`src/rtl/alu_operand_sequencer.sv`:
```
// -----------------------------------------------------------------------------
// alu_operand_sequencer
//
// Purpose:
//   Collects two 2-bit operands and a 3-bit opcode from slide switches, one
//   value per press of the ENTER button, and presents them as registered
//   operands to a downstream ALU. The CLEAR button abandons the sequence and
//   zeroes the operands. Both buttons are synchronised, debounced and turned
//   into single-cycle rising-edge events before they reach the sequencer FSM.
//
// Ports:
//   clock      in   1  rising-edge system clock
//   reset      in   1  synchronous active-high reset
//   sw         in   3  slide switches; sw[1:0] operand, sw[2:0] opcode
//   btn_enter  in   1  raw asynchronous ENTER button, high when pressed
//   btn_clear  in   1  raw asynchronous CLEAR button, high when pressed
//   A          out  2  registered operand A
//   B          out  2  registered operand B
//   Control    out  3  registered opcode
//   op_valid   out  1  one-cycle pulse on the first cycle in SHOW
//   stage      out  2  current state (00 GET_A, 01 GET_B, 10 GET_OP, 11 SHOW)
//   op_count   out  8  modulo-256 count of committed operations
// -----------------------------------------------------------------------------
module alu_operand_sequencer #(
  parameter int unsigned DEBOUNCE_CYCLES = 500000
) (
  input  logic       clock,
  input  logic       reset,
  input  logic [2:0] sw,
  input  logic       btn_enter,
  input  logic       btn_clear,
  output logic [1:0] A,
  output logic [1:0] B,
  output logic [2:0] Control,
  output logic       op_valid,
  output logic [1:0] stage,
  output logic [7:0] op_count
);

  localparam int unsigned CNT_W = $clog2(DEBOUNCE_CYCLES + 1);
  // The level flips on the cycle the counter would reach DEBOUNCE_CYCLES.
  localparam logic [CNT_W-1:0] CNT_LAST = CNT_W'(DEBOUNCE_CYCLES - 1);

  localparam int BTN_ENTER = 0;
  localparam int BTN_CLEAR = 1;

  typedef enum logic [1:0] {
    GET_A  = 2'b00,
    GET_B  = 2'b01,
    GET_OP = 2'b10,
    SHOW   = 2'b11
  } state_t;

  // ---------------------------------------------------------------------------
  // Button conditioning: 2-FF synchroniser, debounce counter, edge event
  // ---------------------------------------------------------------------------
  logic [1:0]       btn_raw;
  logic [1:0]       sync1_q;
  logic [1:0]       sync2_q;
  logic [1:0]       deb_q;
  logic [1:0]       deb_d;
  logic [1:0]       deb_prev_q;
  logic [1:0]       ev_q;
  logic [CNT_W-1:0] cnt_q [2];
  logic [CNT_W-1:0] cnt_d [2];

  assign btn_raw = {btn_clear, btn_enter};

  always_comb begin
    for (int b = 0; b < 2; b++) begin
      deb_d[b] = deb_q[b];
      cnt_d[b] = cnt_q[b];
      if (sync2_q[b] == deb_q[b]) begin
        // Any agreement restarts the stability window.
        cnt_d[b] = '0;
      end else if (cnt_q[b] == CNT_LAST) begin
        deb_d[b] = sync2_q[b];
        cnt_d[b] = '0;
      end else begin
        cnt_d[b] = cnt_q[b] + CNT_W'(1);
      end
    end
  end

  always_ff @(posedge clock) begin
    if (reset) begin
      sync1_q    <= '0;
      sync2_q    <= '0;
      deb_q      <= '0;
      deb_prev_q <= '0;
      ev_q       <= '0;
      for (int b = 0; b < 2; b++) begin
        cnt_q[b] <= '0;
      end
    end else begin
      sync1_q    <= btn_raw;
      sync2_q    <= sync1_q;
      deb_q      <= deb_d;
      deb_prev_q <= deb_q;
      // Registered rising-edge detect: only presses produce events, and a
      // held level yields exactly one.
      ev_q       <= deb_q & ~deb_prev_q;
      for (int b = 0; b < 2; b++) begin
        cnt_q[b] <= cnt_d[b];
      end
    end
  end

  logic enter_ev;
  logic clear_ev;

  assign enter_ev = ev_q[BTN_ENTER];
  assign clear_ev = ev_q[BTN_CLEAR];

  // ---------------------------------------------------------------------------
  // Sequencer FSM: state register
  // ---------------------------------------------------------------------------
  state_t state_q;
  state_t state_d;

  always_ff @(posedge clock) begin
    if (reset) begin
      state_q <= GET_A;
    end else begin
      state_q <= state_d;
    end
  end

  // ---------------------------------------------------------------------------
  // Sequencer FSM: next-state logic (clear outranks enter)
  // ---------------------------------------------------------------------------
  always_comb begin
    state_d = state_q;
    if (clear_ev) begin
      state_d = GET_A;
    end else if (enter_ev) begin
      case (state_q)
        GET_A:   state_d = GET_B;
        GET_B:   state_d = GET_OP;
        GET_OP:  state_d = SHOW;
        SHOW:    state_d = GET_A;
        default: state_d = GET_A;
      endcase
    end
  end

  // ---------------------------------------------------------------------------
  // Sequencer FSM: output logic (next values of the registered outputs)
  // ---------------------------------------------------------------------------
  logic [1:0] a_q, a_d;
  logic [1:0] b_q, b_d;
  logic [2:0] ctrl_q, ctrl_d;
  logic       op_valid_q, op_valid_d;
  logic [7:0] op_count_q, op_count_d;

  always_comb begin
    a_d        = a_q;
    b_d        = b_q;
    ctrl_d     = ctrl_q;
    op_count_d = op_count_q;
    // op_valid is high only in the cycle right after the GET_OP commit.
    op_valid_d = 1'b0;
    if (clear_ev) begin
      a_d    = '0;
      b_d    = '0;
      ctrl_d = '0;
    end else if (enter_ev) begin
      // Switches are only looked at here, in the capture cycle.
      case (state_q)
        GET_A:  a_d = sw[1:0];
        GET_B:  b_d = sw[1:0];
        GET_OP: begin
          ctrl_d     = sw;
          op_valid_d = 1'b1;
          op_count_d = op_count_q + 8'd1;  // wraps 255 -> 0
        end
        default: ;
      endcase
    end
  end

  always_ff @(posedge clock) begin
    if (reset) begin
      a_q        <= '0;
      b_q        <= '0;
      ctrl_q     <= '0;
      op_valid_q <= 1'b0;
      op_count_q <= '0;
    end else begin
      a_q        <= a_d;
      b_q        <= b_d;
      ctrl_q     <= ctrl_d;
      op_valid_q <= op_valid_d;
      op_count_q <= op_count_d;
    end
  end

  assign A        = a_q;
  assign B        = b_q;
  assign Control  = ctrl_q;
  assign op_valid = op_valid_q;
  assign op_count = op_count_q;
  assign stage    = state_q;

endmodule

```
`config.mk`:
```
export PLATFORM = sky130hd
export DESIGN_NAME = alu_operand_sequencer
export DESIGN_NICKNAME = d
export VERILOG_FILES = /design/src/rtl/alu_operand_sequencer.sv
export SDC_FILE = /design/constraint.sdc
export NUM_CORES = 1
export LEC_CHECK = 0
export CAP_MARGIN = 20
export CORE_UTILIZATION = 55
export CTS_CLUSTER_SIZE = 8
export DETAILED_ROUTE_END_ITERATION = 12
export DONT_BUFFER_PORTS = 1
export PLACE_DENSITY = 0.82
export SLEW_MARGIN = 20
export SYNTH_ARGS = -nofsm -noshare
export SYNTH_HDL_FRONTEND = slang
export SYNTH_SLANG_ARGS = --single-unit
```
`constraint.sdc`:
```
create_clock -name clock -period 2.1 [get_ports clock]
set_input_delay 0.525 -clock clock [delete_from_list [all_inputs] [get_ports clock]]
set_output_delay 0.525 -clock clock [all_outputs]
set_load 0.1 [all_outputs]
```
==> results.py <==
metrics = {
    "power": {
        "leakage_uw": 0.00109,
        "powerDensity_mw_per_mm2": 690,
        "power_uw": 2230,
        "peakVddDrop_mv": 0.481,
    },
    "cts": {
        "clock-sinks": 66,
        "clk_pin_slew_ps": 80,
        "clkLatencyLatePin_ps": 350,
        "cts_resized": 0,
        "cts.htree.levels": 3,
        "clockRootBuffer": "clkbuf_8",
        "cts_buffer_depth": 2,
        "hold_buffers": 0,
        "cts_buffers": 9,
        "cts_setup_buffers": 0,
        "cts_tree": "built",
    },
    "logic_synthesis": {
        "postSynth.asyncResetShare_pct": 0,
        "ys.flop_type": "dfxtp_1",
        "mappedNetlistArea_mm2": 0.00282,
        "ys.warnings.count": 0,
        "synthCells": 318,
        "synthDistinctLibCells": 39,
        "syn_avg_cell_area_um2": 8.88,
        "synth_edf_count": 0,
        "synthesis.nets": 332,
        "synth_area_leaders": "dfxtp_1 (47%), xnor2_1 (6.2%), nor2_1 (6.1%)",
        "yosysTopAreaCell": "dfxtp_1",
        "synth_seq_cells": 66,
        "yosys.area.top_type_share_pct": 46.8,
        "seq_area_frac_synth_pct": 46.8,
    },
    "setup_path": {
        "r2r_end": "cnt_q[0][37]$_SDFF_PP0_",
        "cp_num_buf_inv": 0,
        "path_cells": "ha_1 > nand4_2 > or4_4 > or4_1 > a21oi_1",
        "r2r_setup_slack_ps": 150,
        "r2r_start": "cnt_q[0][19]$_SDFF_PP0_",
        "start_kind": "flop",
        "crit_type": "flop to flop",
        "max_stage_delay_ps": 570,
        "crit_fanout": 4,
        "cp.required_ps": 2380,
        "path_delay_family": "simple AND/OR/NAND/NOR gates",
        "path_depth": 5,
        "worstRegToRegCells": 5,
        "slowest_stage": "or4_4",
        "critPathCaptureType": "flop",
        "cp_data_arrival_time_ps": 2240,
    },
    "die": {
        "die_y_um": 73.7,
        "rows": 25,
        "io_pins": 25,
        "core-area_mm2": 0.00482,
        "dieArea_mm2": 0.00543,
        "initial_utilization_pct": 58.6,
        "die_w_um": 73.7,
    },
    "sta": {
        "min_period_ps": 1950,
        "clock_skew_ps": 8.31,
        "rsz0062_at_grt": "no",
        "tightest_slew_ps": 475,
        "fin_setup_tns_ps": 0,
        "final-setup-viol-count": 0,
        "slew_violations": 0,
        "max_freq_ghz": 0.512,
        "hold_violations": 0,
        "finalCritPeriodShare_pct": 93.0,
        "slew_headroom_pct": 68.3,
    },
    "place": {
        "placed_cells": 399,
        "io_buffer_count": 0,
        "dp_hpwl_um": 3710,
        "place_congestion": 0.860,
    },
    "route": {
        "routed-via-count": 2270,
        "highest_layer": "met4",
        "first_pass_iters": 4,
        "wl_um": 5310,
        "drt_iter0_markers": 130,
        "dr_wl_met3_um": 310,
        "ant_nets": 0,
        "route.met2.wl_um": 2560,
        "drt-vias-per-instance": 5.46,
        "m1WireLength_um": 2320,
        "drt-wirelength-per-cell_um": 12.8,
        "drc_errors": 0,
    },
    "hold_path": {
        "hp-start": "reset",
        "hold_depth": 1,
        "worstHoldEndpoint": "op_count[1]$_SDFFE_PP0P_",
        "hold_class": "input pin to flop",
    },
    "grt": {
        "antenna_found_initial": 1,
        "grt_pass1_vias": 2187,
        "overflow": 0,
        "track_usage_pct": 22.3,
        "grt_pass1_wl_um": 9230,
        "grt_max_degree": 21,
    },
    "finish": {
        "drive_gt1_share_pct": 14.7,
        "final-instance-count-excl-fill": 416,
        "nFillCells": 387,
        "final_cell_mix": "dfxtp_1 (64), nor2_1 (46), nand2_1 (24), buf_4 (24), nand3_1 (21)",
        "layout.nets": 357,
        "syn2layout_area_growth_pct": 14.4,
        "final_common_cell": "dfxtp_1",
    },
    "status": {
        "status": "completed",
    },
    "run": {
        "drv_cap": 0,
    },
}
-- logic make-up after synthesis --
family / Yosys count / synth area share (%)
simple gates: 161 / 30.3
xor+xnor: 37 / 11.5
buf+inv: 19 / 2.61
fa+ha+maj: 7 / 3.10
flops: 66 / 46.8
compound gates: 26 / 4.96
mux: 2 / 0.753
-- registers in the layout, indices dropped and copies added (netlist names) --
signal      flops
cnt_q          38
op_count        8
Control         3
A               2
B               2
deb_prev_q      2
deb_q           2
ev_q            2
stage           2
sync1_q         2
sync2_q         2
op_valid        1
-- area by class of cell --
| class | instances | area, µm² | share of cell area [%] |
|---|---|---|---|
| diodes | 1 | 2.50 | 0.0775 |
| clock buffers | 9 | 124 | 3.83 |
| clock inverters | 7 | 53.8 | 1.67 |
| inverters | 9 | 33.8 | 1.05 |
| multi-input cells | 233 | 1430 | 44.2 |
| flip-flops and latches | 66 | 1320 | 41.0 |
| well taps | 67 | 83.8 | 2.59 |
| repair buffers | 24 | 180 | 5.58 |
-- worst max-delay path by stage --
stage,slack (ps),end,from
final,150,cnt_q[0][37]$_SDFF_PP0_,cnt_q[0][19]$_SDFF_PP0_
after global routing,40,cnt_q[0][37]$_SDFF_PP0_,cnt_q[0][19]$_SDFF_PP0_
after CTS,130,cnt_q[0][37]$_SDFF_PP0_,cnt_q[0][19]$_SDFF_PP0_
after detailed placement,170,cnt_q[0][37]$_SDFF_PP0_,cnt_q[0][19]$_SDFF_PP0_
after global placement,230,cnt_q[0][37]$_SDFF_PP0_,cnt_q[0][19]$_SDFF_PP0_
after floorplan,80,cnt_q[0][10]$_SDFF_PP0_,cnt_q[0][0]$_SDFF_PP0_
-- per-stage QoR --
step / cell area, µm² / util (%) / hold WS (ps) / worst slack, ps
after global placement: 3050 / 63.3 / 371 / 234
after floorplan: 2830 / - / 367 / 81.9
after CTS: 3230 / 67.0 / 231 / 135
after global routing: 3230 / 67.1 / 224 / 41.5
after detailed placement: 3050 / 63.3 / 375 / 175
final: 3230 / 67.1 / 234 / 148
-- cells in the mapped netlist, drive strengths merged, types with 3 or more instances --
cell type,n
or3,4
nand2,24
inv,9
and3,4
nand4,17
clkbuf,7
dfxtp,66
a21oi,15
buf,3
nor4,8
nor2b,10
o21ai,7
nor2,46
and4,4
nand3,21
xor2,17
xnor2,20
nor3,5
or4,6
ha,7
-- routing by layer --
metal / up-vias / global-route usage [%]
met3: 12 / 5.08
met1: 1049 / 25.9
li1: 1151 / -
met2: 58 / 37.5
met4: 0 / 12.6
met5: - / 0
-- report_power, final --
group          total (µW)  switching, µW  internal [µW]
Combinational        19.4           11.2           8.18
Sequential           1260           2.34           1260
Clock                 953            518            435
Total                2230            532           1700
-- worst reg2reg max path, stage by stage (launching register included) --
cell	delay (ps)
dfxtp_1	370
ha_1	250
nand4_2	140
or4_4	570
or4_1	410
a21oi_1	140
Note: power is estimated with default switching activity, not from simulation.
